`config.mk`:
```
export PLATFORM = sky130hd
export DESIGN_NAME = param_interval_timer_flat
export DESIGN_NICKNAME = d
export VERILOG_FILES = /design/src/rtl/param_interval_timer_if.sv /design/src/rtl/param_interval_timer.sv /design/src/flat_wrapper.sv
export SDC_FILE = /design/constraint.sdc
export NUM_CORES = 1
export LEC_CHECK = 0
export BUFFER_PORTS_ARGS = -buffer_cell sky130_fd_sc_hd__buf_2
export CELL_PAD_IN_SITES_DETAIL_PLACEMENT = 1
export CELL_PAD_IN_SITES_GLOBAL_PLACEMENT = 2
export CORE_ASPECT_RATIO = 0.5
export CORE_MARGIN = 2
export CORE_UTILIZATION = 36
export CTS_CLUSTER_SIZE = 8
export DETAILED_ROUTE_END_ITERATION = 7
export PLACE_DENSITY_LB_ADDON = 0.1
export SLEW_MARGIN = 15
export SYNTH_ARGS = -nofsm -noshare
export SYNTH_HDL_FRONTEND = slang
export SYNTH_SLANG_ARGS = --single-unit
export TNS_END_PERCENT = 50
```
`constraint.sdc`:
```
create_clock -name Clock -period 5.46 [get_ports Clock]
set_clock_uncertainty 0.2 [all_clocks]
set_input_delay 0 -clock Clock [delete_from_list [all_inputs] [get_ports Clock]]
set_output_delay 0 -clock Clock [all_outputs]
set_load 0.02 [all_outputs]
```
`src/rtl/param_interval_timer_if.sv`:
```
// Control/status bundle between the game FSM and the interval timer.
// master = controller side, slave = timer side.
interface param_interval_timer_if #(
  parameter int WIDTH          = 13,
  parameter int PRESCALE_WIDTH = 8
);
  logic                      Enable;
  logic                      Start;
  logic                      Stop;
  logic                      Mode;
  logic [WIDTH-1:0]          Terminal;
  logic [PRESCALE_WIDTH-1:0] Prescale;
  logic [WIDTH-1:0]          Count;
  logic                      Busy;
  logic                      Done;

  modport master (
    output Enable, Start, Stop, Mode,
    output Terminal, Prescale,
    input  Count, Busy, Done
  );

  modport slave (
    input  Enable, Start, Stop, Mode,
    input  Terminal, Prescale,
    output Count, Busy, Done
  );
endinterface

```
`src/rtl/param_interval_timer.sv`:
```
// Interval timer: prescaled up-count to a latched terminal value,
// one-shot or periodic, with a one-cycle registered Done pulse.
module param_interval_timer #(
  parameter int WIDTH          = 13,
  parameter int PRESCALE_WIDTH = 8
) (
  input logic                   Clock,
  input logic                   Reset,
  param_interval_timer_if.slave tif
);

  localparam logic [1:0] IDLE    = 2'd0;
  localparam logic [1:0] RUN     = 2'd1;
  localparam logic [1:0] EXPIRED = 2'd2;

  logic [1:0]                state;
  logic [WIDTH-1:0]          count;
  logic [WIDTH-1:0]          term;
  logic [PRESCALE_WIDTH-1:0] pre;
  logic [PRESCALE_WIDTH-1:0] psc;
  logic                      mode;
  logic                      done;

  logic run;
  logic do_start;
  logic do_stop;
  logic do_count;
  logic tick;
  logic last;

  assign run      = (state == RUN);
  assign do_start = tif.Start;
  assign do_stop  = !tif.Start && tif.Stop && run;
  assign do_count = !tif.Start && !tif.Stop
                    && run && tif.Enable;
  assign tick     = (pre == psc);
  assign last     = (count == term);

  always_ff @(posedge Clock) begin
    if (Reset) begin
      state <= IDLE;
      count <= '0;
      term  <= '0;
      pre   <= '0;
      psc   <= '0;
      mode  <= 1'b0;
      done  <= 1'b0;
    end else begin
      done <= 1'b0;
      unique case (1'b1)
        do_start: begin
          term  <= tif.Terminal;
          psc   <= tif.Prescale;
          mode  <= tif.Mode;
          count <= '0;
          pre   <= '0;
          state <= RUN;
        end
        do_stop: begin
          state <= IDLE;
        end
        do_count: begin
          if (!tick) begin
            pre <= pre + 1'b1;
          end else begin
            pre <= '0;
            if (!last) begin
              count <= count + 1'b1;
            end else begin
              done <= 1'b1;
              // Periodic reload is an explicit clear, never a wrap.
              if (mode) count <= '0;
              else      state <= EXPIRED;
            end
          end
        end
        default: begin
        end
      endcase
    end
  end

  assign tif.Count = count;
  assign tif.Busy  = run;
  assign tif.Done  = done;

endmodule

```
`src/flat_wrapper.sv`:
```
// flat-port wrapper written by rule: the top's interface ports become plain ports
module param_interval_timer_flat 
#(
  parameter int WIDTH          = 13,
  parameter int PRESCALE_WIDTH = 8
)
  (Clock, Reset, tif_Enable, tif_Start, tif_Stop, tif_Mode, tif_Terminal, tif_Prescale, tif_Count, tif_Busy, tif_Done);
  param_interval_timer_if #(.WIDTH(WIDTH), .PRESCALE_WIDTH(PRESCALE_WIDTH)) tif_i ();
  input logic Clock;
  input logic Reset;
  input wire logic [$bits(tif_i.Enable)-1:0] tif_Enable;
  input wire logic [$bits(tif_i.Start)-1:0] tif_Start;
  input wire logic [$bits(tif_i.Stop)-1:0] tif_Stop;
  input wire logic [$bits(tif_i.Mode)-1:0] tif_Mode;
  input wire logic [$bits(tif_i.Terminal)-1:0] tif_Terminal;
  input wire logic [$bits(tif_i.Prescale)-1:0] tif_Prescale;
  output wire logic [$bits(tif_i.Count)-1:0] tif_Count;
  output wire logic [$bits(tif_i.Busy)-1:0] tif_Busy;
  output wire logic [$bits(tif_i.Done)-1:0] tif_Done;
  assign tif_i.Enable = tif_Enable;
  assign tif_i.Start = tif_Start;
  assign tif_i.Stop = tif_Stop;
  assign tif_i.Mode = tif_Mode;
  assign tif_i.Terminal = tif_Terminal;
  assign tif_i.Prescale = tif_Prescale;
  assign tif_Count = tif_i.Count;
  assign tif_Busy = tif_i.Busy;
  assign tif_Done = tif_i.Done;
  param_interval_timer #(.WIDTH(WIDTH), .PRESCALE_WIDTH(PRESCALE_WIDTH)) u_core (.Clock(Clock), .Reset(Reset), .tif(tif_i));
endmodule
```
Word level (Yosys, flattened, before mapping)
Cells that the tools add are included.
{"block": "classes", "n_eq_ne": 7, "bitwise": 2, "n_mux": 11, "add_sub_neg": 2, "n_reduce_logical": 12}
{"operator": "two-way mux 13 bit", "n": 3}
{"operator": "case mux 13 bit (2 select lines)", "n": 1}
{"operator": "case mux 8 bit (2 select lines)", "n": 1}
{"operator": "adder 13 x 1 -> 13 bit (second input constant)", "n": 1}
{"operator": "equality test 13 bit", "n": 1}
{"operator": "adder 8 x 1 -> 8 bit (second input constant)", "n": 1}
{"operator": "equality test 8 bit", "n": 1}
{"operator": "two-way mux 8 bit", "n": 1}
{"operator": "two-way mux 2 bit", "n": 3}
{"operator": "inequality test 2 bit (second input constant)", "n": 3}
{"operator": "case mux 2 bit (3 select lines)", "n": 1}
{"operator": "logical AND 1 bit", "n": 5}
{"operator": "AND reduction 4 bit", "n": 1}
{"operator": "inequality test 3 x 2 -> 1 bit (second input constant)", "n": 1}
{"operator": "AND reduction 3 bit", "n": 1}
{"operator": "nonzero test 3 bit", "n": 1}
{"operator": "OR reduction 3 bit", "n": 1}
{"operator": "equality test 2 x 1 -> 1 bit (second input constant)", "n": 1}
{"operator": "logical NOT 1 bit", "n": 2}
{"operator": "inverter 1 bit", "n": 2}
{"operator": "nonzero test 2 bit", "n": 1}
{"operator": "two-way mux 1 bit", "n": 1}
{"block": "word_totals", "in_bits": 27, "regBits": 46, "output_inout_bits": 15, "wordCells": 41}

Depth between registers and ports, before layout
Gate-level depths: netlist of the first run.
{"block": "logic_depth", "word_depth": 6, "ltp_mapped": 9, "depth_no_buf": 7}

Worst setup path before layout of the first run
Ideal clock, no wire load.
{"block": "synth_path", "path_kind": "flip-flop to flip-flop", "from": "register u_core.count[5] (netlist: u_core.tif.Count[5])", "to": "register u_core.count[5] (netlist: u_core.tif.Count[5])", "path_buffers": 3, "required_time_ps": 5146, "arrival_ps": 1759, "stages_incl_launch_ff": 10, "period_less_slack_ps": 2073, "setup_slack_ps": 3387, "cell_sequence": "dfxtp_1 -> buf_6 -> xor2_1 -> nor4_1 -> nand4_1 -> buf_2 -> and3_1 -> buf_6 -> o2bb2ai_2 -> a21o_1"}
{"block": "synth_via", "elab_chain_cells": 4, "word_cells_on_any_way": 7, "classes_between": "1 x add/sub; 2 x eq/ne; 3 x mux; 1 x reduce/logical"}
{"element": "start, declared", "line": "param_interval_timer.sv:17", "source": "logic [WIDTH-1:0] count;"}
{"element": "start signal, assigned", "line": "param_interval_timer.sv:68", "source": "count <= count + 1'b1;"}
{"element": "adder 13 x 1 -> 13 bit or equality test 13 bit (tied branches)", "line": "param_interval_timer.sv:68, param_interval_timer.sv:37"}
{"element": "two-way mux 13 bit", "line": "param_interval_timer.sv:67", "source": "if (!last) begin"}
{"element": "two-way mux 13 bit", "line": "param_interval_timer.sv:63", "source": "if (!tick) begin"}
{"element": "case mux 13 bit (2 select lines)", "line": "param_interval_timer.sv:50", "source": "unique case (1'b1)"}
Parallel ways exist; a longest one is shown, timed or not. The select of a mux whose other input is x is not followed.
A chain may end at the register's enable or synchronous reset.

Final worst setup path of the first run
{"block": "layout_path", "from": "register u_core.count[5] (netlist: u_core.tif.Count[5])", "to": "register u_core.count[3] (netlist: u_core.tif.Count[3])"}
{"block": "layout_via", "elab_chain_cells": 4, "word_cells_on_any_way": 6, "classes_between": "2 x eq/ne; 3 x mux; 1 x reduce/logical"}
{"element": "equality test 13 bit (*)", "line": "param_interval_timer.sv:37", "source": "assign last = (count == term);"}
{"element": "two-way mux 13 bit", "line": "param_interval_timer.sv:67"}
{"element": "two-way mux 13 bit", "line": "param_interval_timer.sv:63"}
{"element": "case mux 13 bit (2 select lines)", "line": "param_interval_timer.sv:50"}
Every way passes the cells marked *; elsewhere a longest branch is shown, timed or not. The select of a mux whose other input is x is not followed.

==> results.md, run 1 <==
- The port buffer count is 41.
- The worst IR drop on VDD is 100.3 µV.
- The worst setup path is launched from a flop.
- The clock slew seen by the registers of the worst setup and hold paths is 60 ps.
- In this run the worst setup path begins at u_core.tif.Count[5]$_SDFFE_PP0P_.
- The clock reaches the later pin of the worst-skew pair after 290 ps.
- The number of non-filler instances in the completed layout is 392.
- On the critical path, the stage with the largest delay is an instance of o31a_1.
- In the post-synthesis netlist, the biggest area contributors are dfxtp_1, mux2i_1, nor2_1.
- In this run the vertical extent of the chip is 60.13 µm.
- For this design the static power due to leakage is 1.311 nW.
- Counting flops with an async set or reset pin after synthesis yields a share of 0.
- The aggregate routed wire length is 6161 µm.
- Of all nets on the critical path, the largest fanout is 11.
- The most used flip-flop cell after synthesis is dfxtp_1.
- Synthesis handed over a netlist of 246 instances.
- Setup violations remaining at the end of the flow were counted as 0.
- The setup TNS is 0 ps.
- The core region is 0.006081 mm².
- For this run, the post-layout net count is 332.
- Routability-driven placement finished with a final weighted congestion of 0.7978.
- Derived from the worst setup path, the maximum achievable clock frequency is 372.5 MHz.
- The detailed placement HPWL is 4129 µm.
- The endpoint kind of the worst setup timing path is a flop.
- The die covers 0.006991 mm².
- Clock tree synthesis found a total of 46 sinks.
- The per-cell via count in the routed design is 5.066.
- The initial antenna violation count is 0.
- The wire length per cell after detailed routing is 15.72 µm.
- The synthesized flop and latch total is 46.
- The number of max-slew violations in the final report came to 0.
- Max-cap violations in this run came to 0.
- The number of warnings reported in the yosys synthesis log is 0.
- The maximum single-stage delay on the critical path is 560 ps.
- Gates resized during post-CTS repair numbered 0.
- When the netlist entered floorplanning its net count stood at 275.
- The startpoint of the most critical hold path is tif_Enable.
- The number of remaining DRC errors is 0.
- The number of global-route vias before repair is 1988.
- The total number of placement rows is 20.
- In this run the worst hold path is classified as primary input to flop.
- The number of enable-type register cells in the synthesized netlist is 0.
- The power density over cell area is 259.6 mW/mm².
- Clock tree synthesis inserted a total of 5 buffers.
- The clock passes through at most 2 buffers.
- The average instance in the mapped netlist occupies 9.221 µm².
- Measured along the x axis, the die boundary spans 116.3 µm.
- The run finished with clean final reports.
- The synthesized netlist occupies a cell area of 0.002268 mm².
- The number of placed instances, taps included, is 361.
- Traced cell by cell, the critical path runs through xor2_1 -> nor4_1 -> nand4_1 -> o31a_1 -> o22ai_1 -> a22o_2.
- The area share of the largest cell type after synthesis is 0.4060.
- TritonCTS built the clock tree.
- The worst-margin pin slew is 815.0 ps.
- Measured against its own limit, the worst slew margin works out to 0.4547.
- The number of diodes is 0.
- The startpoint identified for the worst register-to-register timing path is u_core.tif.Count[5]$_SDFFE_PP0P_.
- The worst setup path is of the flop to flop kind.
- The share of post-route cells with drive strength above 1 is 0.2072.
- The first detailed-routing pass ran for 4 iterations.
- The count of nets left with antenna violations once routing finished came out at 0.
- The cell accounting for the most synthesized area is dfxtp_1.
- The first routing iteration left 92 violations.
- The distinct cell type count of the synthesized netlist is 45.
- The area growth from synthesis to layout is 26.92%.
- The via count of the routed design is 1986.
- The number of post-CTS setup repair buffers is 0.
- The post-route minimum period is 2684 ps.
- Entering global routing, the biggest net connects 44 pins.
- The share of the cycle needed by the critical path after routing is 0.4916.
- The first global-routing pass estimated 10090 µm of wire.
- The share of synthesized area occupied by flip-flops and latches is 0.4060.
- The required time reported for the critical path endpoint is 5500 ps.
- At the worst endpoint, the arrival time is 2720 ps.
- The starting utilization of the core area is 0.3730.
- The total overflow left after global routing is 0.
- The number of levels in the clock H-tree is 2.
- The post-cts hold buffer count is 23.
- Setup repair after global routing left no endpoint under its margin.
- The number of endpoints with negative hold slack in the final report is 0.
- Counting the fill cells in the layout gives 747.
- The root buffer cell is clkbuf_16.
- For this run, the total global-route usage over all layers was measured as 0.1935.
- 42 I/O pins were placed.
## stage by stage
stage,hold slack (ps),instance area [µm²],utilization,total power (W),setup slack (ps)
4_1_cts,27.89,2879,0.4735,0.0007575,2747
3_5_place_dp,49.08,2501,0.4113,0.0004304,2798
3_3_place_gp,35.18,2501,0.4113,0.0004281,2824
5_1_grt,74.85,2879,0.4735,0.0007886,2512
6_report,37.41,2879,0.4735,0.0007474,2776
2_1_floorplan,-52.80,2268,-,0.0004085,3387
## routing by layer
metal	up-vias	global-route usage	share of wire
met3	8	0.05071	0.031
met5	-	0	0
met1	955	0.2377	0.46
li1	998	-	-
met4	0	0.05612	0.011
met2	25	0.3389	0.50
## power breakdown
group,total [W],switching [W],leakage [nW],internal [W]
combinational,0.0000812,0.0000417,0.862,0.0000395
sequential,0.000354,0.00000802,0.375,0.000346
clock,0.000312,0.000130,0.0739,0.000182
total,0.000747,0.000180,1.31,0.000567
## area by class of cell
type	count	area, µm²	share of cell area
clock buffer	7	142.6	0.04954
sequential	46	920.9	0.3199
multi-input combinational	184	1257	0.4368
tap	88	110.1	0.03824
inverter	2	7.507	0.002608
clock inverter	1	5.005	0.001738
timing repair buffer	64	435.4	0.1512
## critical path, delay by kind of cell, from the launching register on
kind / cells / cell delay [ps]
compound gates: 3 / 960
xor+xnor: 1 / 110
flops: 1 / 500
simple gates: 2 / 840
## Yosys cell counts (4+ instances only)
master / n
xor2_1: 13
nand2_1: 12
nand3_1: 5
dfxtp_1: 46
and3_1: 9
nand4_1: 7
mux2i_1: 23
a21oi_1: 5
nor2_1: 35
xnor2_1: 8
or3_1: 4
nor3_1: 4
a311oi_1: 6
clkbuf_1: 4
o22ai_1: 7
a22o_1: 5
nor2b_1: 5
## sequential cells by signal, summed over array words and instances, names as in the netlist
signal and count:
u_core.mode 1, u_core.pre 8, u_core.psc 8, u_core.state 2
u_core.term 13, u_core.tif.Count 13, u_core.tif.Done 1
## cells by family (layout without fill, tap and decap cells)
logic type               after synthesis  in the layout  share of synthesized area
AND/OR/NAND/NOR                       95             95                     0.2085
XOR/XNOR                              21             21                    0.08108
flip-flops                            46             46                     0.4060
adder cells (fa/ha/maj)                2              2                    0.01103
multiplexers                          24             24                     0.1081
buffers and inverters                 16             74                    0.03971
AO/OA/AOI/OAI                         42             42                     0.1456
## worst paths after layout
path | slack, ps | to | depth (start not counted)
max | 2780 | u_core.tif.Count[3]$_SDFFE_PP0P_ | 6
min | 40 | u_core.pre[2]$_SDFFE_PP0P_ | 4
max reg2reg | 2780 | u_core.tif.Count[3]$_SDFFE_PP0P_ | 6
min reg2reg | 310 | u_core.state[0]$_SDFFE_PP0P_ | 2
## cell usage in the layout, fill, tap and decap left out, types with 2 or more instances in the layout
cell / instances
a41oi_1: 2
o21ai_0: 3
o22ai_1: 7
xnor2_1: 8
a22o_1: 5
nand4_1: 7
inv_1: 2
nor2b_1: 5
a21o_1: 2
ha_1: 2
buf_2: 41
and3_1: 9
or2_2: 2
a22o_2: 3
a21oi_1: 5
nand2_1: 12
nor2_2: 3
nor2_1: 35
and2_1: 2
xor2_1: 13
nor3_1: 4
dfxtp_1: 46
or3_1: 4
dlygate4sd3_1: 23
mux2i_1: 23
clkbuf_16: 5
nand3_1: 5
a311oi_1: 6
nor4_1: 3
Power figures use the tool's default switching activity.
==> inputs of run 2 (changes only) <==
Settings changed: CORE_UTILIZATION 36 to 30.
Clock period 5.46 ns to 2.3 ns, I/O delays scaled along.
==> results.md, run 2 (synthesis results as in run 1) <==
- Relative to the synthesized area, the layout overhead comes to 38.11%.
- For the pin with the worst max-slew slack, the measured transition is 506.6 ps.
- Summed over all layers, the routed wires come to 6649 µm.
- The via count of the routed design is 2122.
- The first global-routing pass estimated 10780 µm of wire.
- The total overflow left after global routing is 0.
- In this run the remaining antenna-violating nets after routing total 0.
- The number of diodes is 0.
- At the end of the flow, the number of nets in the layout was 360.
- Once placement finished, the instance area stood at 0.002691 mm².
- The relative max-transition margin is 0.6619.
- Of the available clock period, the critical path in the final layout requires 0.9612.
- The first TritonRoute pass finished after 4 iterations.
- Max-cap violations in this run came to 0.
- The overall routing resource usage is 0.1682.
- Setup slack on the worst reg-to-reg path comes out at 90 ps.
- The run finished with clean final reports.
- The number of global-route vias before repair is 2147.
- The H-tree was split into 2 levels.
- The per-cell via count in the routed design is 4.970.
- The setup TNS is 0 ps.
- Counting tap cells, the placed design contains a total of 393 instances.
- The wire length per cell after detailed routing is 15.57 µm.
- At the later pin of the worst-skew pair, clock insertion delay measures 290 ps.
- The die covers 0.008315 mm².
- TritonCTS built the clock tree.
- The number of max-slew violations in the final report came to 0.
- The tightest min-delay check is of the primary input to flop type.
- The root buffer cell is clkbuf_16.
- The pin count of the biggest net entering global routing is 43.
- Setup violations remaining at the end of the flow were counted as 0.
- The number of DRC markers after the initial detailed-route iteration is 59.
- Counting along the longest clock path gives a buffer depth of 2.
- The start-to-end type of the worst setup path is flop to flop.
- The startpoint kind of the worst setup timing path is a flop.
- The finished cells cover 0.003133 mm².
- The clock period could shrink to 2211 ps.
- In the routed design, unresolved DRC markers number 0.
- In this run the static leakage power is 1.451 nW.
- Measured along the x axis, the die boundary spans 127.0 µm.
- For this run, the top clock speed supported by timing is 452.3 MHz.
- The count of pins on the block boundary is 42.
- The total number of placement rows is 22.
- The most common library cell in the layout ignoring fill and taps is dfxtp_1.
- After floorplanning, the core was sized to cover 0.007322 mm².
- The total number of clock tree sinks is 46.
- The number of clock buffers inserted by TritonCTS is 5.
- The endpoint kind of the worst setup timing path is a flop.
- The worst IR drop on VDD is 261.4 µV.
- Of the cells placed in the final design, the portion with a size suffix greater than 1 is 0.2810.
- The worst endpoint data arrival time is 2240 ps.
- The initial utilization of the core area, before any placement, comes to 0.3098.
- Leaving out fill and tap cells, the most frequent cells in the layout are dfxtp_1, buf_2, nor2_1.
- The detailed placement HPWL is 4634 µm.
- Setup repair after global routing could not meet its margin everywhere.
- Of all nets on the critical path, the largest fanout is 7.
- The number of non-filler instances in the completed layout is 427.
- The port buffer count is 41.
- The power density over cell area is 565.1 mW/mm².
- Power comes to 0.001770 W.
- The required time reported for the critical path endpoint is 2330 ps.
- Routability-driven placement finished with a final weighted congestion of 0.7750.
- The number of endpoints with negative hold slack in the final report is 0.
- The clock slew seen by the registers of the worst setup and hold paths is 60 ps.
- The initial antenna violation count is 0.
- The height of the die is 65.49 µm.
-- run 2: report_power, final --
part           total, W  switching [W]  internal (W)  leakage [nW]
registers      0.000841      0.0000188      0.000822         0.376
clock network  0.000705       0.000312      0.000393        0.0694
logic          0.000225       0.000110      0.000115          1.00
-- run 2: through the flow --
step | utilization | hold WS, ps | setup WS [ps]
2_1_floorplan | - | -52.80 | 227.4
3_3_place_gp | 0.3676 | 32.83 | -30.56
3_5_place_dp | 0.3676 | 44.48 | -8.976
4_1_cts | 0.4222 | 37.30 | 15.25
5_1_grt | 0.4279 | 76.99 | -44.22
6_report | 0.4279 | 30.01 | 89.26
-- run 2: area by class of cell --
type,instances,area [µm²]
multi-input combinational,185,1300
clock inverter,2,10.01
timing repair buffer,91,646.9
clock buffer,5,125.1
fill,858,4189
tap,96,120.1
sequential,46,923.4
inverter,2,7.507
-- run 2: worst max-delay path: stages (launching register included) --
cell     delay [ps]
dfxtp_2         320
xor2_1          170
nor4_2          320
buf_4           160
nand4_1         100
buf_6           160
o31a_1          330
o22ai_1         210
a22o_1          180
-- run 2: worst paths after layout --
path | from | endpoint | cells after the start
max | u_core.tif.Count[5]$_SDFFE_PP0P_ | u_core.tif.Count[10]$_SDFFE_PP0P_ | 8
min | tif_Enable | u_core.tif.Count[1]$_SDFFE_PP0P_ | 5
max reg2reg | u_core.tif.Count[5]$_SDFFE_PP0P_ | u_core.tif.Count[10]$_SDFFE_PP0P_ | 8
min reg2reg | u_core.state[0]$_SDFFE_PP0P_ | u_core.state[0]$_SDFFE_PP0P_ | 2
-- run 2: repair_timing --
item,CTS,global route
gates resized for setup,1,8
gates cloned,1,0
hold endpoints to repair,26,0
setup endpoints to repair,10,17
pin swaps,0,4
hold buffers,25,0
setup buffers,0,1
-- run 2: metal layers --
metal | vias up | global-route usage | part of all wire | wire length (µm)
met2 | 28 | 0.2843 | 0.47 | 3124
met1 | 1032 | 0.2205 | 0.49 | 3273
li1 | 1054 | - | - | -
met4 | 0 | 0.03709 | 0.0069 | 46
met5 | - | 0 | 0 | 0
met3 | 8 | 0.04072 | 0.031 | 204
==> inputs of run 3 (changes only) <==
Settings changed: BUFFER_PORTS_ARGS -buffer_cell sky130_fd_sc_hd__buf_2 to unset, CORE_UTILIZATION 30 to 34, DONT_BUFFER_PORTS set to 1.
==> results.md, run 3 (synthesis results as in run 1) <==
- The flow ran to the end, and the final reports show no timing, DRC or antenna violations.
- Leaving out fill and tap cells, the most frequent cell in the layout is dlygate4sd3_1.
- The floorplan step set the die height to 61.76 µm.
- The top cell types in the final layout, fill and taps aside, are dlygate4sd3_1, dfxtp_1, nor2_1.
- STA puts the critical path data arrival time at 2170 ps.
- The via count of the routed design is 2098.
- Derived from the worst setup path, the maximum achievable clock frequency is 455.5 MHz.
- The TritonCTS clock tree is done.
- For this run, the share of the core covered by cells in the final layout is 0.5012.
- The switching component of the power is 0.0004293 W.
- For hold timing, the worst endpoint is u_core.state[0]$_SDFFE_PP0P_.
- The number of diodes is 0.
- The min-delay analysis places its worst path in the category primary input to flop.
- The worst register-to-register path begins at u_core.tif.Count[7]$_SDFFE_PP0P_.
- Entering global routing, the biggest net connects 44 pins.
- Of the cells placed in the final design, the portion with a size suffix greater than 1 is 0.1635.
- The clock net in this run drives a total of 46 sinks.
- The first detailed-routing pass took 4 iterations.
- The relative max-transition margin is 0.6469.
- Of the total power, registers draw 0.473.
- The root buffer cell is clkbuf_16.
- In the global route stage, met2 resource usage came out at 0.3518.
- In this run the most critical hold path is launched from tif_Enable.
- STA classifies the critical path endpoint as a flop.
- For this design the ratio of total power to cell area is 567.6 mW/mm².
- The per-cell via count in the routed design is 5.245.
- The number of cells after detailed placement is 344.
- The number of max-slew violations in the final report came to 0.
- In this run the remaining antenna-violating nets after routing total 0.
- After layout, the minimum clock period comes to 2195 ps.
- The count of pins on the block boundary is 42.
- Of all nets on the critical path, the largest fanout is 9.
- The number of DRC markers after the initial detailed-route iteration is 67.
- The clock power share is 0.394.
- In this run the static leakage power is 1.355 nW.
- The post-route total power is 0.001780 W.
- The number of setup violations in the final report is 0.
- The share of the cycle needed by the critical path after routing is 0.9545.
- For met1 alone, demand over resource in global routing was 0.2421.
- The placer's final routability congestion estimate is 0.7854.
- The initial antenna violation count came to 0.
- The total number of placement rows is 20.
- The worst-margin pin slew is 529.1 ps.
- Port buffering added 0 buffers.
- The max capacitance violation total is 0.
- The worst register-to-register path has a setup slack of 100 ps.
- The number of endpoints with negative hold slack in the final report is 0.
- The critical path is of the flop to flop type.
- Setup repair after global routing could not meet its margin everywhere.
- Once detailed placement completed, the half-perimeter wirelength came to 4302 µm.
- After floorplanning, the core was sized to cover 0.006256 mm².
- The H-tree was split into 2 levels.
- The number of post-CTS setup repair buffers is 0.
- The area growth from synthesis to layout is 38.22%.
- The global-route wire length before repair is 11060 µm.
- The number of clock buffers inserted by TritonCTS is 5.
- The required time reported for the critical path endpoint is 2280 ps.
- The aggregate routed wire length is 6884 µm.
- The aggregate global routing overflow is 0.
- For the worst-skew pair, the clock arrives at the later sink with an insertion delay of 290 ps.
- The endpoint of the lowest-slack register-to-register path is u_core.tif.Count[3]$_SDFFE_PP0P_.
- The die covers 0.007381 mm².
- After clock tree synthesis, the clock-pin slew on the worst setup and hold paths is 60 ps.
- Adding up every negative setup slack in the final design gives 0 ps.
- The clock passes through at most 2 buffers.
- For met3 alone, demand over resource in global routing was 0.04836.
- The share of total power in combinational logic is 0.133.
- The final layout contains 341 nets.
- The startpoint kind of the worst setup timing path is a flop.
- Measured along the x axis, the die boundary spans 119.5 µm.
- Of the total power, the share spent switching nets is 0.2412.
- Cell internal power was estimated by the tool at 0.001350 W.
- In the final routed layout, each cell accounts on average for 17.21 µm.
- Measured in cells, the most critical reg-to-reg path has a length of 8.
- The starting utilization of the core area is 0.3626.
- The most used routing layer in global routing is met2.
- The number of non-filler instances in the completed layout is 400.
- VDD sags by at most 230.3 µV.
- The worst hold path passes through 4 cells.
- The number of global-route vias before repair is 2127.
- The overall routing resource usage is 0.1968.
- In the routed design, unresolved DRC markers number 0.
[run 3: area by class of cell]
class	instances	area (µm²)
multi-input cells	184	1281
clock buffers	5	125.1
clock inverters	2	10.01
well taps	88	110.1
inverters	2	7.507
repair buffers	73	680.7
fillers	708	3120
flip-flops and latches	46	920.9
[run 3: power by group through the flow]
stage / sequential, W / combinational (W) / clock (W)
after floorplan: 0.000853 / 0.000117 / 0
after global placement: 0.000858 / 0.000128 / 0
after detailed placement: 0.000859 / 0.000130 / 0
after CTS: 0.000841 / 0.000229 / 0.000717
after global routing: 0.000844 / 0.000259 / 0.000755
final: 0.000842 / 0.000237 / 0.000701
[run 3: worst max path at each step]
stage / from / endpoint / depth (start not counted)
after floorplan: u_core.tif.Count[5]$_SDFFE_PP0P_ / u_core.tif.Count[5]$_SDFFE_PP0P_ / 9
after global placement: u_core.tif.Count[7]$_SDFFE_PP0P_ / u_core.tif.Count[6]$_SDFFE_PP0P_ / 8
after detailed placement: u_core.tif.Count[7]$_SDFFE_PP0P_ / u_core.tif.Count[6]$_SDFFE_PP0P_ / 8
after CTS: u_core.tif.Count[7]$_SDFFE_PP0P_ / u_core.tif.Count[4]$_SDFFE_PP0P_ / 8
after global routing: u_core.tif.Count[7]$_SDFFE_PP0P_ / u_core.tif.Count[3]$_SDFFE_PP0P_ / 8
final: u_core.tif.Count[7]$_SDFFE_PP0P_ / u_core.tif.Count[3]$_SDFFE_PP0P_ / 8
[run 3: routing by layer]
layer | up-vias | share of wire
met2 | 40 | 0.48
li1 | 1014 | -
met1 | 1035 | 0.47
met3 | 9 | 0.038
met5 | - | 0
met4 | 0 | 0.013
[run 3: what timing repair did]
item,4_1_cts,5_1_grt
hold buffers,49,0
hold endpoints to repair,46,0
gates resized for setup,1,5
pin swaps,0,1
endpoints found under the setup margin,1,20
[run 3: through the flow]
stage	hold slack [ps]	instance area [µm²]	setup WS, ps
floorplan	-52.80	2268	227.4
global placement	-124.4	2476	71.42
detailed placement	-121.2	2476	31.71
CTS	43.41	3113	13.11
global route	77.18	3136	-9.278
finish	42.40	3136	104.6
[run 3: worst max-delay path, stage by stage, from the launching register on]
cell and delay, ps:
dfxtp_1 340, xor2_1 180, nor4_2 280, buf_4 160, nand4_1 180, buf_4 240
nand2_4 120, o22ai_1 110, a22o_2 280
